$ cat config.mk
export PLATFORM = sky130hd
export DESIGN_NAME = db15_joy_tx
export DESIGN_NICKNAME = d
export VERILOG_FILES = /design/src/rtl/db15_joy_tx.sv
export SDC_FILE = /design/constraint.sdc
export NUM_CORES = 1
export LEC_CHECK = 0
export BUFFER_PORTS_ARGS = -buffer_cell sky130_fd_sc_hd__buf_4
export CAP_MARGIN = 10
export CORE_UTILIZATION = 50
export CTS_BUF_LIST = sky130_fd_sc_hd__clkbuf_8
export CTS_CLUSTER_SIZE = 16
export DETAILED_ROUTE_END_ITERATION = 10
export GPL_ROUTABILITY_DRIVEN = 0
export HOLD_SLACK_MARGIN = 0.15
export PLACE_DENSITY = 0.8
export SLEW_MARGIN = 30
export SYNTH_ARGS = -nofsm -noshare
export SYNTH_HDL_FRONTEND = slang
export SYNTH_SLANG_ARGS = --single-unit
$ cat constraint.sdc
create_clock -name clk -period 2.6 [get_ports clk]
set_input_delay 0.52 -clock clk [delete_from_list [all_inputs] [get_ports clk]]
set_output_delay 0.52 -clock clk [all_outputs]
set_load 0.05 [all_outputs]
$ cat src/rtl/db15_joy_tx.sv
// DB15 joystick link transmitter: answers host JOY_LOAD/JOY_CLK with two serialized player words.
// Optional watchdog abandons a stalled frame when DB15TX_WATCHDOG_EN is defined.
module db15_joy_tx #(
  parameter int BITS_PER_PLAYER = 16,
  parameter int SYNC_STAGES     = 2,
  parameter int WDOG_CYCLES     = 4096
) (
  input  logic                       clk,
  input  logic                       reset,
  input  logic [BITS_PER_PLAYER-1:0] joy1_in,
  input  logic [BITS_PER_PLAYER-1:0] joy2_in,
  input  logic                       joy_clk,
  input  logic                       joy_load,
  output logic                       joy_data,
  output logic                       busy,
  output logic                       frame_done,
  output logic                       overrun,
  output logic [5:0]                 bit_idx
);

  localparam int         FRAME    = 2 * BITS_PER_PLAYER;
  localparam logic [5:0] LAST_IDX = 6'(FRAME);

  typedef enum logic [1:0] {IDLE, LOAD, SHIFT, DONE} state_t;

  logic [SYNC_STAGES-1:0] clkSync_q, loadSync_q;
  logic                   clkPrev_q, loadPrev_q;
  logic                   clkRise_q, loadFall_q, loadRise_q;
  logic                   clkRise_d, loadFall_d, loadRise_d;

  state_t             state_q;
  logic [FRAME-1:0]   sreg_q;
  logic [FRAME-1:0]   loadWord;
  logic               busy_q, done_q, ovr_q;
  logic [5:0]         idx_q;

  assign loadWord   = {~joy2_in, ~joy1_in};
  assign clkRise_d  =  clkSync_q[SYNC_STAGES-1] & ~clkPrev_q;
  assign loadRise_d =  loadSync_q[SYNC_STAGES-1] & ~loadPrev_q;
  assign loadFall_d = ~loadSync_q[SYNC_STAGES-1] &  loadPrev_q;

  // Synchronizers and edge detectors preset high so reset never looks like a host edge.
  always_ff @(posedge clk) begin
    if (reset) begin
      clkSync_q  <= '1;
      loadSync_q <= '1;
      clkPrev_q  <= 1'b1;
      loadPrev_q <= 1'b1;
      clkRise_q  <= 1'b0;
      loadFall_q <= 1'b0;
      loadRise_q <= 1'b0;
    end else begin
      clkSync_q  <= {clkSync_q[SYNC_STAGES-2:0], joy_clk};
      loadSync_q <= {loadSync_q[SYNC_STAGES-2:0], joy_load};
      clkPrev_q  <= clkSync_q[SYNC_STAGES-1];
      loadPrev_q <= loadSync_q[SYNC_STAGES-1];
      clkRise_q  <= clkRise_d;
      loadFall_q <= loadFall_d;
      loadRise_q <= loadRise_d;
    end
  end

`ifdef DB15TX_WATCHDOG_EN
  localparam int WW = (WDOG_CYCLES > 2) ? $clog2(WDOG_CYCLES) : 1;
  logic [WW-1:0] wdog_q;
`endif

  // joy_data is the shift register LSB, so idle/done states keep the register all-ones.
  always_ff @(posedge clk) begin
    if (reset) begin
      state_q <= IDLE;
      sreg_q  <= '1;
      busy_q  <= 1'b0;
      done_q  <= 1'b0;
      ovr_q   <= 1'b0;
      idx_q   <= 6'd0;
`ifdef DB15TX_WATCHDOG_EN
      wdog_q  <= '0;
`endif
    end else begin
      done_q <= 1'b0;
      ovr_q  <= 1'b0;
      case (state_q)
        IDLE: begin
          busy_q <= 1'b0;
          idx_q  <= 6'd0;
          if (loadFall_q) begin
            state_q <= LOAD;
            sreg_q  <= loadWord;
          end
        end
        LOAD: begin
          if (loadRise_q) begin
            state_q <= SHIFT;
            busy_q  <= 1'b1;
            idx_q   <= 6'd0;
`ifdef DB15TX_WATCHDOG_EN
            wdog_q  <= '0;
`endif
          end else begin
            sreg_q <= loadWord;
          end
        end
        SHIFT: begin
          if (loadFall_q) begin
            state_q <= LOAD;
            sreg_q  <= loadWord;
            busy_q  <= 1'b0;
            idx_q   <= 6'd0;
            ovr_q   <= 1'b1;
          end else if (clkRise_q) begin
            sreg_q <= {1'b1, sreg_q[FRAME-1:1]};
            idx_q  <= idx_q + 6'd1;
`ifdef DB15TX_WATCHDOG_EN
            wdog_q <= '0;
`endif
            if (idx_q + 6'd1 == LAST_IDX) begin
              state_q <= DONE;
              busy_q  <= 1'b0;
              done_q  <= 1'b1;
            end
          end
`ifdef DB15TX_WATCHDOG_EN
          else if (wdog_q == WW'(WDOG_CYCLES - 1)) begin
            state_q <= IDLE;
            sreg_q  <= '1;
            busy_q  <= 1'b0;
            idx_q   <= 6'd0;
            ovr_q   <= 1'b1;
          end else begin
            wdog_q <= wdog_q + WW'(1);
          end
`endif
        end
        DONE: begin
          busy_q <= 1'b0;
          if (loadFall_q) begin
            state_q <= LOAD;
            sreg_q  <= loadWord;
            idx_q   <= 6'd0;
          end
        end
        default: state_q <= IDLE;
      endcase
    end
  end

  assign joy_data   = sreg_q[0];
  assign busy       = busy_q;
  assign frame_done = done_q;
  assign overrun    = ovr_q;
  assign bit_idx    = idx_q;

endmodule

==> metrics.yaml <==
syn_inst: 251
grt_pass1_wl_um: 8380
clk_path_buf_depth: 2
critPathArrivalTime_ns: 2.45
wirelength_um: 4920
holdWs_ns: 0.390
post_cts_resized: 0
critPathSlowestCell: "nand2b_2"
fin_ws_ns: 0.411
row_count: 24
clkPwrFrac_pct: 20.0
die_y_um: 70.2
ys_ff_latch: 52
synthesis.area_mm2: 0.00233
hold_violations: 0
final_common_cell: "dfxtp_1"
cp_cell_sequence: "inv_1, ha_1, nand2b_2, buf_12, nor2_1, a2111oi_0, a211o_1"
syn-num-nets: 292
drtIter0Drc: 165
status: "finished clean"
reg2reg_to: "sreg_q[26]"
syn2layout_area_growth_pct: 19.5
place_ws_ns: 0.426
syn_avg_cell_area_um2: 9.28
dieArea_mm2: 0.00493
hold_end: "loadSync_q[0]"
place_hpwl_um: 3120
start_util_pct: 52.7
internal_power_mw: 1.61
end_kind: "flip-flop"
nets: 323
reg2reg_slack_ns: 0.41
tightestPinTransition_ns: 0.674
ys_warn_count: 0
rsz0062_at_grt: "false"
vias: 2029
regToRegStartpoint: "state_q[0]"
cts_tree: "yes"
leakagePower_nw: 1.09
worstSkewPairLatency_ns: 0.31
maxCapViolCount: 0
seq_area_frac_synth_pct: 44.7
post-cts-setup-buffers: 0
cts_hold_buffers: 0
grt_max_degree: 50
fin_crit_sh_pct: 84.2
io_buffers: 45
yosys.area.top_type: "dfxtp_1"
grt_pass1_vias: 1874
synth_top_area_share_pct: 44.7
ant_nets: 0
drc: 0
max_stage_delay_ns: 0.50
async_flop_share_pct: 0
powerDensity_mw_per_mm2: 874
ys_types: 41
num_antenna_cells: 0
io_pins: 46
setup.worst_path.start_class: "flip-flop"
fin_crit_ns: 2.19
placed_area_mm2: 0.00269
die-width_um: 70.2
antenna_found_initial: 0
min_path_cells: 2
irDropWorstVdd_mv: 0.485
viasPerCell: 6.06
cp_max_fo: 36
path_class: "reg2reg"
multi_input_area_mm2: 0.00118
required_ns: 2.86
yosys-top-cells-area: "dfxtp_1 45%, a2111oi_0 12%, a211o_1 12%, nor2_1 6.0%, clkbuf_1 3.5%"
skew_ns: 0.00338
stdcell_area_mm2: 0.00278
min_from: "joy_load"
drive_above_1_share_pct: 24.4
most-common-layout-cells: "52 x dfxtp_1, 48 x buf_4, 37 x nor2_1"
setup_tns_ns: 0
finalSetupViolations: 0
cts_max_level: 2
clock.fmax_ghz: 0.457
synth_edf_count: 0
maxSlewHeadroom_pct: 55.1
ff2ff_path_depth: 7
wl_per_cell_um: 14.7
comb_power_share_pct: 30.3
track_usage_pct: 20.9
path_clk_slew_ns: 0.09
core_area_mm2: 0.00441
switchingPower_mw: 0.819
crit_family: "compound AO/OA/AOI/OAI gates"
first_pass_iters: 4
synthFlopType: "dfxtp_1"
cts_made_buffers: 5
min_path_type: "in2reg"
cts_sinks: 52
switching_share_pct: 33.7
power.sequential.fraction_pct: 49.7
seq_area_mm2: 0.00104
cts_root_buf: "clkbuf_8"
path_buf_inv: 2
n_fill_cell: 390
grt_overflow: 0
slew_violations: 0
worst reg2reg max path: stages (launching register included):
cell and delay, ns:
dfxtp_1 0.39, inv_1 0.08, ha_1 0.26, nand2b_2 0.50, buf_12 0.26, nor2_1 0.05, a2111oi_0 0.44, a211o_1 0.16
area by class of cell:
cell class	instances	area share, %
multi-input combinational	168	42.3
inverter	6	0.810
sequential	52	37.4
timing repair buffer	49	13.7
clock buffer	6	2.97
clock inverter	2	0.495
tap	52	2.34
cell usage after synthesis (2+ instances only):
cell,count
dfxtp_1,52
nor2_1,37
a2111oi_0,31
a211o_1,31
clkbuf_1,22
nand2_1,8
a21oi_1,6
inv_1,6
or2_2,6
ha_1,5
nand2b_1,3
nand4_1,3
nor2b_1,3
o21ai_0,3
o31ai_1,3
a31oi_1,2
and3_1,2
buf_1,2
mux2i_1,2
nor3b_1,2
or3b_1,2
power groups by stage:
stage	Sequential [mW]	Clock, mW	Combinational (mW)
2_1_floorplan	1.24	0	0.516
3_3_place_gp	1.22	0	0.716
3_5_place_dp	1.22	0	0.738
4_1_cts	1.20	0.499	0.740
5_1_grt	1.24	0.537	0.810
6_report	1.21	0.487	0.737
state kept, by name, indices dropped and copies added, names as in the netlist:
| signal | cells |
|---|---|
| clkRise_q | 1 |
| loadFall_q | 1 |
| loadRise_q | 1 |
| clkSync_q | 2 |
| state_q | 2 |
| clkPrev_q | 1 |
| busy | 1 |
| loadPrev_q | 1 |
| overrun | 1 |
| sreg_q | 32 |
| bit_idx | 6 |
| loadSync_q | 2 |
| frame_done | 1 |
how the worst max path moves through the flow:
stage               startpoint    endpoint  slack [ns]  cells past startpoint
floorplan           bit_idx[0]  state_q[0]        0.34                      5
global placement    state_q[0]  sreg_q[24]        0.50                      7
detailed placement  state_q[0]  sreg_q[26]        0.43                      7
CTS                 state_q[0]  sreg_q[26]        0.40                      7
global route        state_q[0]  sreg_q[26]        0.15                      7
finish              state_q[0]  sreg_q[26]        0.41                      7
cells by family after synthesis:
family	count (synthesis)	share of synthesized area, %
AOI/OAI and AO/OA	84	29.8
and+or+nand+nor	75	15.7
DFF	52	44.7
buffers and inverters	31	5.05
adders and majority gates	5	2.69
muxes	4	1.99
routing by layer:
metal	global-route usage, %	share of wire (%)	vias to the layer above
met3	4.33	3.6	6
met5	0	0	-
met2	34.4	46	41
met1	27.2	49	966
met4	6.67	1.2	0
li1	-	-	1016
through the flow:
stage	std cells	total power [mW]	utilization [%]
finish	335	2.43	63.0
global route	335	2.59	63.0
CTS	335	2.44	63.0
detailed placement	327	1.96	60.8
global placement	327	1.93	60.8
floorplan	251	1.76	-
Note: power is estimated with default switching activity, not from simulation.
